===== src/rtl/uart_pkg.sv =====
// Shared UART definitions: receiver state encoding, oversampling ratio and
// the clock-divider computation used by both the rx and tx tick generators.
package uart_pkg;

    localparam int OVERSAMPLE = 16;

    typedef enum logic [2:0] {
        ST_IDLE,
        ST_START,
        ST_DATA,
        ST_STOP,
        ST_BREAK
    } rx_state_e;

    // Clock cycles per sample tick, truncated by integer division.
    function automatic int calc_div(input int clk_freq, input int baud);
        return clk_freq / (baud * OVERSAMPLE);
    endfunction

endpackage


===== src/rtl/uart_rx_tick.sv =====
// Sample-tick generator: a one-cycle pulse every DIV clocks while enabled.
// The counter sits at zero while disabled, so the first tick always lands
// exactly DIV cycles after enable rises.
module uart_rx_tick #(
    parameter int DIV = 13
) (
    input  logic clk,
    input  logic resetn,
    input  logic enable,
    output logic tick
);

    localparam int CW = (DIV > 1) ? $clog2(DIV) : 1;
    localparam logic [CW-1:0] LAST = CW'(DIV - 1);

    logic [CW-1:0] cnt_q, cnt_d;

    // Next count and tick strobe.
    // NOTE: every output of this block gets a default first, so no path can infer a latch.
    always_comb begin
        cnt_d = cnt_q;
        tick  = 1'b0;
        if (!enable) begin
            cnt_d = '0;
        end else if (cnt_q == LAST) begin
            cnt_d = '0;
            tick  = 1'b1;
        end else begin
            cnt_d = CW'(cnt_q + 1'b1);
        end
    end

    // Divider counter register.
    // NOTE: sequential state is assigned with <= only, so all flops update from pre-edge values.
    always_ff @(posedge clk or negedge resetn) begin
        if (!resetn) begin
            cnt_q <= '0;
        end else begin
            cnt_q <= cnt_d;
        end
    end

endmodule


===== src/rtl/uart_rx.sv =====
// 8N1 UART receiver with 16x oversampling. Bits are sampled at their middle,
// bytes are delivered LSB first with a one-cycle rx_valid strobe, and a low
// stop bit raises rx_frame_err and parks the FSM until the line goes idle.
module uart_rx
    import uart_pkg::*;
#(
    parameter int clk_freq = 24000000,
    parameter int baud     = 115200
) (
    input  logic       clk,
    input  logic       resetn,
    input  logic       rx,
    output logic [7:0] rx_data,
    output logic       rx_valid,
    output logic       rx_frame_err,
    output logic       rx_busy
);

    localparam int DIV = calc_div(clk_freq, baud);

    generate
        if (DIV < 1) begin : g_bad_div
            $error("uart_rx: clk_freq too low for baud * OVERSAMPLE (DIV < 1)");
        end
    endgenerate

    rx_state_e   state_q, state_d;
    logic        rx_meta_q, rx_s_q;
    logic [3:0]  sample_q, sample_d;
    logic [2:0]  bit_q, bit_d;
    logic [7:0]  shift_q, shift_d;
    logic [7:0]  data_q, data_d;
    logic        valid_q, valid_d;
    logic        ferr_q, ferr_d;
    logic        tick;

    uart_rx_tick #(
        .DIV (DIV)
    ) u_tick (
        .clk    (clk),
        .resetn (resetn),
        .enable (state_q != ST_IDLE),
        .tick   (tick)
    );

    // Two-flop synchroniser; idles high so reset does not look like a start bit.
    always_ff @(posedge clk or negedge resetn) begin
        if (!resetn) begin
            rx_meta_q <= 1'b1;
            rx_s_q    <= 1'b1;
        end else begin
            rx_meta_q <= rx;
            rx_s_q    <= rx_meta_q;
        end
    end

    // Next-state, sampling and output-strobe logic.
    always_comb begin
        state_d  = state_q;
        sample_d = sample_q;
        bit_d    = bit_q;
        shift_d  = shift_q;
        data_d   = data_q;
        valid_d  = 1'b0;
        ferr_d   = 1'b0;

        unique case (state_q)
            ST_IDLE: begin
                if (!rx_s_q) begin
                    state_d  = ST_START;
                    sample_d = '0;
                end
            end

            ST_START: begin
                if (tick) begin
                    if (sample_q == 4'd7) begin
                        // Mid start bit: a high line here was only a glitch.
                        state_d  = rx_s_q ? ST_IDLE : ST_DATA;
                        sample_d = '0;
                        bit_d    = '0;
                    end else begin
                        sample_d = sample_q + 4'd1;
                    end
                end
            end

            ST_DATA: begin
                if (tick) begin
                    sample_d = sample_q + 4'd1;
                    if (sample_q == 4'd15) begin
                        shift_d = {rx_s_q, shift_q[7:1]};
                        bit_d   = bit_q + 3'd1;
                        if (bit_q == 3'd7) begin
                            state_d  = ST_STOP;
                            sample_d = '0;
                        end
                    end
                end
            end

            ST_STOP: begin
                if (tick) begin
                    sample_d = sample_q + 4'd1;
                    if (sample_q == 4'd15) begin
                        sample_d = '0;
                        if (rx_s_q) begin
                            data_d  = shift_q;
                            valid_d = 1'b1;
                            state_d = ST_IDLE;
                        end else begin
                            ferr_d  = 1'b1;
                            state_d = ST_BREAK;
                        end
                    end
                end
            end

            ST_BREAK: begin
                // Hold off until the line returns high so a long low level
                // cannot be taken as a fresh start bit.
                if (rx_s_q) begin
                    state_d  = ST_IDLE;
                    sample_d = '0;
                end
            end

            default: begin
                state_d  = ST_IDLE;
                sample_d = '0;
            end
        endcase
    end

    // State, counters, shift register and registered outputs.
    always_ff @(posedge clk or negedge resetn) begin
        if (!resetn) begin
            state_q  <= ST_IDLE;
            sample_q <= '0;
            bit_q    <= '0;
            shift_q  <= '0;
            data_q   <= '0;
            valid_q  <= 1'b0;
            ferr_q   <= 1'b0;
        end else begin
            state_q  <= state_d;
            sample_q <= sample_d;
            bit_q    <= bit_d;
            shift_q  <= shift_d;
            data_q   <= data_d;
            valid_q  <= valid_d;
            ferr_q   <= ferr_d;
        end
    end

    assign rx_data      = data_q;
    assign rx_valid     = valid_q;
    assign rx_frame_err = ferr_q;
    assign rx_busy      = (state_q != ST_IDLE);

endmodule


===== config.mk =====
export PLATFORM = sky130hd
export DESIGN_NAME = uart_rx
export DESIGN_NICKNAME = d
export VERILOG_FILES = /design/src/rtl/uart_pkg.sv /design/src/rtl/uart_rx_tick.sv /design/src/rtl/uart_rx.sv
export SDC_FILE = /design/constraint.sdc
export NUM_CORES = 1
export LEC_CHECK = 0
export ABC_AREA = 1
export CAP_MARGIN = 25
export CORE_MARGIN = 2
export CORE_UTILIZATION = 30
export CTS_CLUSTER_DIAMETER = 40
export DETAILED_ROUTE_END_ITERATION = 8
export GPL_TIMING_DRIVEN = 0
export SYNTH_ARGS = -nofsm -noshare
export SYNTH_HDL_FRONTEND = slang
export SYNTH_SLANG_ARGS = --single-unit

===== constraint.sdc =====
create_clock -name clk -period 1.7 [get_ports clk]
set_clock_uncertainty 0.05 [all_clocks]
set_input_delay 0.17 -clock clk [delete_from_list [all_inputs] [get_ports clk]]
set_output_delay 0.17 -clock clk [all_outputs]
set_load 0.05 [all_outputs]

==> impl_metrics.csv <==
group,metric,value,unit
worst_setup_path,critPathMaxStageDelay,0.79,ns
pwr,clockPowerShare,52.1,%
synth,yosysSeqAreaShare,54.0,%
routing,first_iter_violations,72,
synth,synth_top_area_share,50.6,%
synth,ys_seq_elements,34,
grt,grt_usage,12.2,%
flow_run,drv_cap,0,
worst_setup_path,worstPathCellList,"clkdlybuf4s50_1",
clock_network,insertion_delay,0.30,ns
grt,grt_max_degree,35,
worst_setup_path,startpoint_type,"flop",
worst_setup_path,critPathBufInv,1,
sta,tightest_slew,0.761,ns
synth,synth.largest_area_cell,"dfrtp_1",
routing,drt-total-wl,3190,um
sta,hold_viol,0,
die,start_util,31.0,%
finish,drive_gt1_share,16.7,%
worst_setup_path,crit_required,1.48,ns
clock_network,clk_pin_slew,0.08,ns
die,design.core.area,5110,sq um
sta,slew_viol_final,0,
pwr,power_leakage,0.00112,uW
routing,dr.pass1.iters,4,
die,io_pins,14,
clock_network,numCtsBuffers,5,
min_path,hold_class,"in2reg",
sta,fin_tns_setup,0,ns
finish,final_nets,222,
sta,maxSlewHeadroom,49.3,%
die,rows,26,
grt,antenna_found_initial,0,
finish,multi_input_area,687,sq um
clock_network,cts_sinks,34,
pwr,switching_share,19.6,%
synth,synth.avg_cell_area,8.46,sq um
routing,wl_per_cell,11.2,um
clock_network,cts-root-buf,"clkbuf_8",
placed_design,gp_congestion,0.751,
placed_design,dp_hpwl,2160,um
pwr,ir_drop,0.328,mV
placed_design,place_ws,-0.283,ns
outcome,status,"finished, final reports clean",
routing,vias,1243,
sta,fin_crit_sh,97.6,%
grt,overflow,0,
routing,ant_nets,0,
finish,final_util,40.0,%
die,die_h,76.6,um
sta,finalWorstSetupSlack,0.0400,ns
sta,clock.fmax,0.602,GHz
clock_network,tritoncts,"yes",
routing,drcViolationCount,0,
sta,period_needed,1.66,ns
finish,seq_area,853,sq um
pwr,combPwrFrac,1.3,%
grt,grt_pass1_vias,1252,
synth,syn_inst,187,
pwr,pwr-share-seq,46.6,%
sta,rsz0062_at_grt,"true",
worst_setup_path,worstPathMaxFanout,2,
finish,finalNonFillerCells,285,
die,die_w,76.6,um
worst_setup_path,path_delay_family,"buffers and inverters",
worst_setup_path,crit_type,"reg2out",
synth,synth_area,1580,sq um
pwr,powerDensity,857,nW/um^2
synth,synth_warnings,0,
synth,synth_area_leaders,"dfrtp_1, nand2_1, o21ai_0",
pwr,p_int,1410,uW
clock_network,cts.path.max_buffers,2,
worst_setup_path,end_kind,"output pin",
pwr,p_sw,343,uW
worst_setup_path,cp_slowest_cell,"clkdlybuf4s50_1",
die,die-area,5870,sq um
placed_design,place_inst,270,
grt,grt_pass1_wl,5690,um
synth,yosysUniqueCellTypes,23,
placed_design,numPortBuffers,13,
finish,fillers,531,
finish,area_growth,29.0,%
synth,synth_fp_nets,195,
worst_setup_path,critPathArrivalTime,1.44,ns
sta,whs,0.235,ns
sta,setup_viol,0,
clock_network,htreeDepth,2,
routing,vias_per_cell,4.36,
finish,n_antenna_cell,0,
==> cells by family (layout without fill, tap and decap cells) <==
family	count (synthesis)	count (layout)	synth area share, %
adders and majority gates	5	5	3.96
AOI/OAI and AO/OA	22	22	7.28
buffers and inverters	21	49	5.70
and+or+nand+nor	103	103	28.0
DFF	34	34	54.0
xor gates and xnor gates	2	2	1.11
==> worst paths after layout <==
path,start,end,slack (ns),cells after the start
worst max-delay path,rx_data[7]$_DFFE_PN0P_,rx_data[7],0.04,1
worst min-delay path,rx,rx_meta_q$_DFF_PN1_,0.23,1
worst max register to register,state_q[2]$_DFFE_PN0P_,rx_data[4]$_DFFE_PN0P_,0.12,7
worst min register to register,rx_meta_q$_DFF_PN1_,rx_s_q$_DFF_PN1_,0.31,0
max in group asynchronous,resetn,sample_q[1]$_DFFE_PN0P_,0.68,2
min in group asynchronous,resetn,rx_data[0]$_DFFE_PN0P_,0.43,2
==> cells in the mapped netlist <==
cell,instances
nand2_1,71
dfrtp_1,32
o21ai_0,19
inv_1,18
nor2_1,15
nand3_1,6
ha_1,5
nor3_1,3
dfstp_2,2
nor2_4,2
o211ai_1,2
a21oi_1,1
buf_6,1
clkbuf_2,1
inv_4,1
nand2_2,1
nand3_2,1
nand3b_1,1
nand4_1,1
nor3_4,1
or2_0,1
xnor2_1,1
xor2_1,1
==> final cells by class <==
type | count | area share [%]
Buffer | 2 | 0.797
Clock buffer | 5 | 3.37
Clock inverter | 3 | 3.37
Inverter | 19 | 3.62
Multi-Input combinational cell | 132 | 33.7
Sequential cell | 34 | 41.8
Tap cell | 70 | 4.29
Timing Repair Buffer | 20 | 9.07
==> stage by stage <==
| step | cell area, sq um | power, uW |
|---|---|---|
| 2_1_floorplan | 1580 | 832 |
| 3_3_place_gp | 1800 | 854 |
| 3_5_place_dp | 1790 | 853 |
| 4_1_cts | 1990 | 1770 |
| 5_1_grt | 2040 | 1800 |
| 6_report | 2040 | 1750 |
==> sequential cells by signal, indices dropped and copies added, names as in the netlist <==
register	cells
rx_s_q	1
rx_data	8
u_tick.cnt_q	4
rx_valid	1
shift_q	8
rx_meta_q	1
sample_q	4
rx_frame_err	1
state_q	3
bit_q	3
==> routing by layer <==
layer  vias to the layer above  global-route usage, %  wire (um)
li1                        641                      -          -
met1                       586                   15.6       1560
met2                        11                   19.2       1470
met3                         5                   3.67         84
met4                         0                   5.45         68
met5                         -                      0          0
==> worst reg2reg max path: cells and delay by family, from the launching register on <==
kind / cells / cell delay (ns)
buf+inv: 1 / 0.20
flops: 1 / 0.47
simple gates: 6 / 0.80
==> cell usage in the layout, fill, tap and decap left out, types with 2 or more instances in the layout <==
cell	synthesis	layout
buf_2	0	2
buf_4	0	6
bufinv_16	0	2
clkbuf_8	0	5
clkdlybuf4s50_1	0	7
dfrtp_1	32	32
dfstp_2	2	2
dlymetal6s2s_1	0	4
ha_1	5	4
inv_1	18	17
nand2_1	71	67
nand2_2	1	3
nand2_4	0	2
nand3_1	6	6
nor2_1	15	12
nor2_2	0	3
nor2_4	2	2
nor3_1	3	2
nor3_4	1	2
o211ai_1	2	2
o21ai_0	19	19
==> power by group through the flow <==
stage,clock network (uW),registers (uW),logic [uW]
after CTS,926,815,24.4
final,911,816,22.4
after global placement,0,831,23.3
after floorplan,0,830,1.89
after global routing,957,816,26.9
after detailed placement,0,831,22.7
==> timing repair <==
| item | CTS | global route |
|---|---|---|
| pin swaps | 2 | 3 |
| setup buffers | 3 | 3 |
| gates resized for setup | 9 | 14 |
| hold buffers | 1 | 0 |
| setup endpoints to repair | 17 | 28 |
| endpoints found under the hold margin | 32 | 0 |
Note: power is estimated with default switching activity, not from simulation.
==> RTL edit 1: new RTL, same flow settings <==
Add an input register stage for `rx`; this delays it by one clock.
--- a/src/rtl/uart_rx.sv
+++ b/src/rtl/uart_rx.sv
@@ -17,6 +17,12 @@
 );
 
     localparam int DIV = calc_div(clk_freq, baud);
+
+    logic rx_q;
+
+    always_ff @(posedge clk) begin
+        rx_q <= rx;
+    end
 
     generate
         if (DIV < 1) begin : g_bad_div
@@ -49,7 +55,7 @@
             rx_meta_q <= 1'b1;
             rx_s_q    <= 1'b1;
         end else begin
-            rx_meta_q <= rx;
+            rx_meta_q <= rx_q;
             rx_s_q    <= rx_meta_q;
         end
     end
Function: changed (Yosys sat finds a counterexample within 4 cycles, from zero or initial values and one cycle with resetn low).
==> RTL edit 1 against the unedited design <==
Setup slack improved by 11 ps. Wire length down 8.2%. Clock power is 38% lower. Final cell count is 2.1% lower. Via count is 2.2% lower. Synthesized area is 0.63% lower. Global-route usage is 1.7 points lower. First-iteration DRC count shrank 6.9%. Fmax is 0.70% higher. Final area down 3.4%. Sequential cell count up 1. Power is 18% lower.
==> RTL edit 1: results (changes against the unedited design) <==
Vias: 1,216 (-2.2%)
Cells after Synth: 181 (-3.2%)
Share of cells above drive strength 1: 17.2% (+0.48 points)
Leak: 1.06 nW (-6.0%)
DRT Wirelength: 2930 µm (-8.2%)
Post-synth ARST share: 97.1% (-2.9 points)
Synth Area in XOR/XNOR: 1.11% (+0.0071 points)
Area growth, synth to finish: 25.4%
Relative slew slack: 50.6% (+1.3 points)
Synth Area in Adders: 3.98% (+0.025 points)
Post-synthesis sequential area ratio: 55.6% (+1.6 points)
Total GRT Usage: 10.6% (-1.7 points)
Hpwl dp: 1970 µm (-8.8%)
Post-synth top cells: nand2_1 (64), dfrtp_1 (32), o21ai_0 (20), inv_1 (17), nor2_1 (15)
Worst Path Max Fanout: 2 (unchanged)
Min-delay worst type: flop to flop
Outcome: finished clean
First-pass GRT wire length: 5000 µm (-12%)
Pre-CTS WS: -258 ps (+24.4 ps)
Synth top area cells: dfrtp_1 (51%), nand2_1 (15%), o21ai_0 (6.4%), inv_1 (4.1%), ha_1 (4.0%)
Yosys cell types: 24 (+4.3%)
Wire per inst: 10.5 µm (-6.2%)
Syn Nets: 189 (-3.1%)
Initial DRC Count: 67 (-6.9%)
Int Power: 0.00112 W (-20%)
Synth warn: 0 (unchanged)
==> RTL edit 1: kinds of logic (layout without fill, tap and decap cells) <==
logic type | after synthesis | in the layout
buffers and inverters | 19 | 47
flip-flops | 35 | 35
AO/OA/AOI/OAI | 23 | 23
XOR/XNOR | 2 | 2
AND/OR/NAND/NOR | 97 | 97
adder cells (fa/ha/maj) | 5 | 5
==> RTL edit 1: worst paths after layout <==
| check | cells past startpoint | endpoint | from | slack (ps) |
|---|---|---|---|---|
| worst min register to register | 0 | rx_meta_q | rx_q | 250 |
| worst max-delay path | 1 | rx_data[7] | rx_data[7] | 50 |
| max in group asynchronous | 2 | bit_q[1] | resetn | 680 |
| worst min-delay path | 0 | rx_meta_q | rx_q | 250 |
| worst max register to register | 8 | sample_q[1] | u_tick.cnt_q[0] | 100 |
| min in group asynchronous | 2 | rx_data[2] | resetn | 440 |
==> RTL edit 1: area by class of cell <==
type | instances | area [µm²]
clock buffers | 5 | 68.8
inverters | 18 | 70.1
well taps | 70 | 87.6
plain buffers | 1 | 5.00
flip-flops and latches | 35 | 873
clock inverters | 3 | 15.0
fillers | 518 | 3100
multi-input cells | 127 | 666
repair buffers | 20 | 185
==> RTL edit 1: what timing repair did <==
item	4_1_cts	5_1_grt
setup endpoints to repair	12	15
endpoints found under the hold margin	32	0
setup buffers	2	4
hold buffers	1	0
pin swaps	2	4
gates resized for setup	7	19
==> RTL edit 1: power groups by stage <==
stage | logic, W | registers [W] | clock network, W
2_1_floorplan | 0.00000210 | 0.000856 | 0
3_3_place_gp | 0.0000232 | 0.000856 | 0
3_5_place_dp | 0.0000218 | 0.000856 | 0
4_1_cts | 0.0000236 | 0.000840 | 0.000590
5_1_grt | 0.0000261 | 0.000841 | 0.000636
6_report | 0.0000221 | 0.000841 | 0.000569
==> RTL edit 1: metrics by stage <==
stage	util (%)	cell area [µm²]	power, W	TNS, ps	hold WS (ps)
after detailed placement	35.2	1780	0.000878	-337	231
after CTS	37.3	1890	0.00145	0	246
after global routing	38.8	1970	0.00150	-110	262
after global placement	35.3	1790	0.000879	-10620	234
after floorplan	-	1570	0.000858	0	-176
final	38.8	1970	0.00143	0	245
==> RTL edit 1: layer usage <==
metal	vias to the layer above	share of wire [%]	global-route usage [%]
li1	636	-	-
met1	558	48	13.7
met4	0	2.0	5.45
met5	-	0	0
met2	16	48	17.1
met3	6	2.3	1.78
==> RTL edit 2: new RTL, same flow settings <==
Made on the original files. `clk_freq`: 24000000 -> 12000000.
--- a/src/rtl/uart_rx.sv
+++ b/src/rtl/uart_rx.sv
@@ -4,7 +4,7 @@
 module uart_rx
     import uart_pkg::*;
 #(
-    parameter int clk_freq = 24000000,
+    parameter int clk_freq = 12000000,
     parameter int baud     = 115200
 ) (
     input  logic       clk,
Function: same outputs for any inputs over 10 cycles, from zero or initial values and one cycle with resetn low; that may be too few to reach the edited logic, so the function may still have changed.
==> RTL edit 2 against the unedited design <==
Setup slack lost 12 ps. Synthesized cell count shrank 8.0%. Critical endpoint is now rx_data[3]. Fmax fell by 0.73%. Synthesized area is 0.87% higher. Sequential cell count is 1 lower. Wire length fell by 9.3%. Critical path type unchanged. Via count fell by 7.8%. Final cell count is 7.4% lower. Sequential share of layout area grew 0.73 points. Final area down 4.6%. Core utilization is 1.8 points lower.
Power is not compared: it rests on default switching activity, and its combinational part moved more than twofold at a synthesized area within 25%.
==> RTL edit 2: results (changes against the unedited design) <==
Critical path's largest stage delay: 810 ps (+20 ps)
Hpwl dp: 1930 µm (-11%)
Outcome: finished clean
Hold Slack: 237 ps (+1.62 ps)
Relative slew slack: 51.4% (+2.2 points)
R2r endpoint: rx_data[6]
CTS Buf Count: 5 (unchanged)
Critical path endpoint: rx_data[3]
Critical path launch point: rx_data[3]
Pin count of the biggest net entering global routing: 34 (-2.9%)
Synth top area cells: dfrtp_1 (49%), nand2_1 (12%), o21ai_2 (8.2%), inv_1 (4.2%), nand3_1 (3.8%)
Post-synthesis sequential area ratio: 51.9% (-2.0 points)
Nets: 199 (-10%)
Cells after Synth: 172 (-8.0%)
Number of global-route vias before repair: 1,174 (-6.2%)
Critical R2R Launch: sample_q[0]
Postcts setup bufs: 0 (-3)
Reg2reg setup slack: 150 ps (+30 ps)
Worst hold path endpoint: rx_meta_q
Sw Ratio: 21.6%
Wire per inst: 11.0 µm (-2.1%)
Share of cells above drive strength 1: 24.7% (+8.0 points)
Gpl congestion: 0.811 (+7.9%)
FILL cells: 523 (-1.5%)
Vias per cell: 4.34 (-0.47%)
Initial DRC Count: 52 (-28%)
Post-synth top cells: nand2_1 (50), dfrtp_1 (31), inv_1 (18), o21ai_2 (15), nand3_1 (12)
Total GRT Usage: 11.2% (-1.1 points)
==> RTL edit 2: changes by cell type after synthesis, sizes merged, moves of 4 or more <==
cell / delta
nor2: -4
nand3: +6
a21oi: +4
nor3: -4
nand2: -15
==> RTL edit 2: per-layer routing <==
layer | vias up | track usage [%] | part of all wire [%]
met2 | 22 | 17.2 | 47
met4 | 0 | 6.18 | 2.0
met1 | 534 | 14.0 | 46
met5 | - | 0 | 0
li1 | 583 | - | -
met3 | 7 | 3.29 | 4.6
==> RTL edit 2: logic make-up (layout without fill, tap and decap cells) <==
logic type | count (synthesis) | count (layout) | synth area share, %
fa+ha+maj | 3 | 3 | 2.35
simple gates | 86 | 86 | 27.1
compound gates | 26 | 26 | 11.7
xor+xnor | 1 | 1 | 0.549
flops | 33 | 33 | 51.9
buf+inv | 23 | 45 | 6.43
==> RTL edit 2: power groups by stage <==
stage / clock [W] / sequential (W) / combinational, W
after detailed placement: 0 / 0.000808 / 0.0000669
final: 0.000725 / 0.000794 / 0.0000671
after global placement: 0 / 0.000808 / 0.0000681
after CTS: 0.000743 / 0.000794 / 0.0000682
after floorplan: 0 / 0.000808 / 0.0000379
after global routing: 0.000790 / 0.000794 / 0.0000785
==> RTL edit 2: what timing repair did <==
item	CTS	global route
endpoints found under the hold margin	31	0
gates cloned	0	0
setup endpoints to repair	3	21
resized for setup	5	7
hold buffers	1	0
==> RTL edit 2: cell type report <==
class / count / area (µm²) / area share [%]
tap: 70 / 87.6 / 4.50
clock buffer: 6 / 72.6 / 3.73
clock inverter: 2 / 35.0 / 1.80
timing repair buffer: 14 / 144 / 7.39
multi-input combinational: 116 / 677 / 34.8
sequential: 33 / 828 / 42.5
inverter: 20 / 75.1 / 3.86
buffer: 3 / 27.5 / 1.41
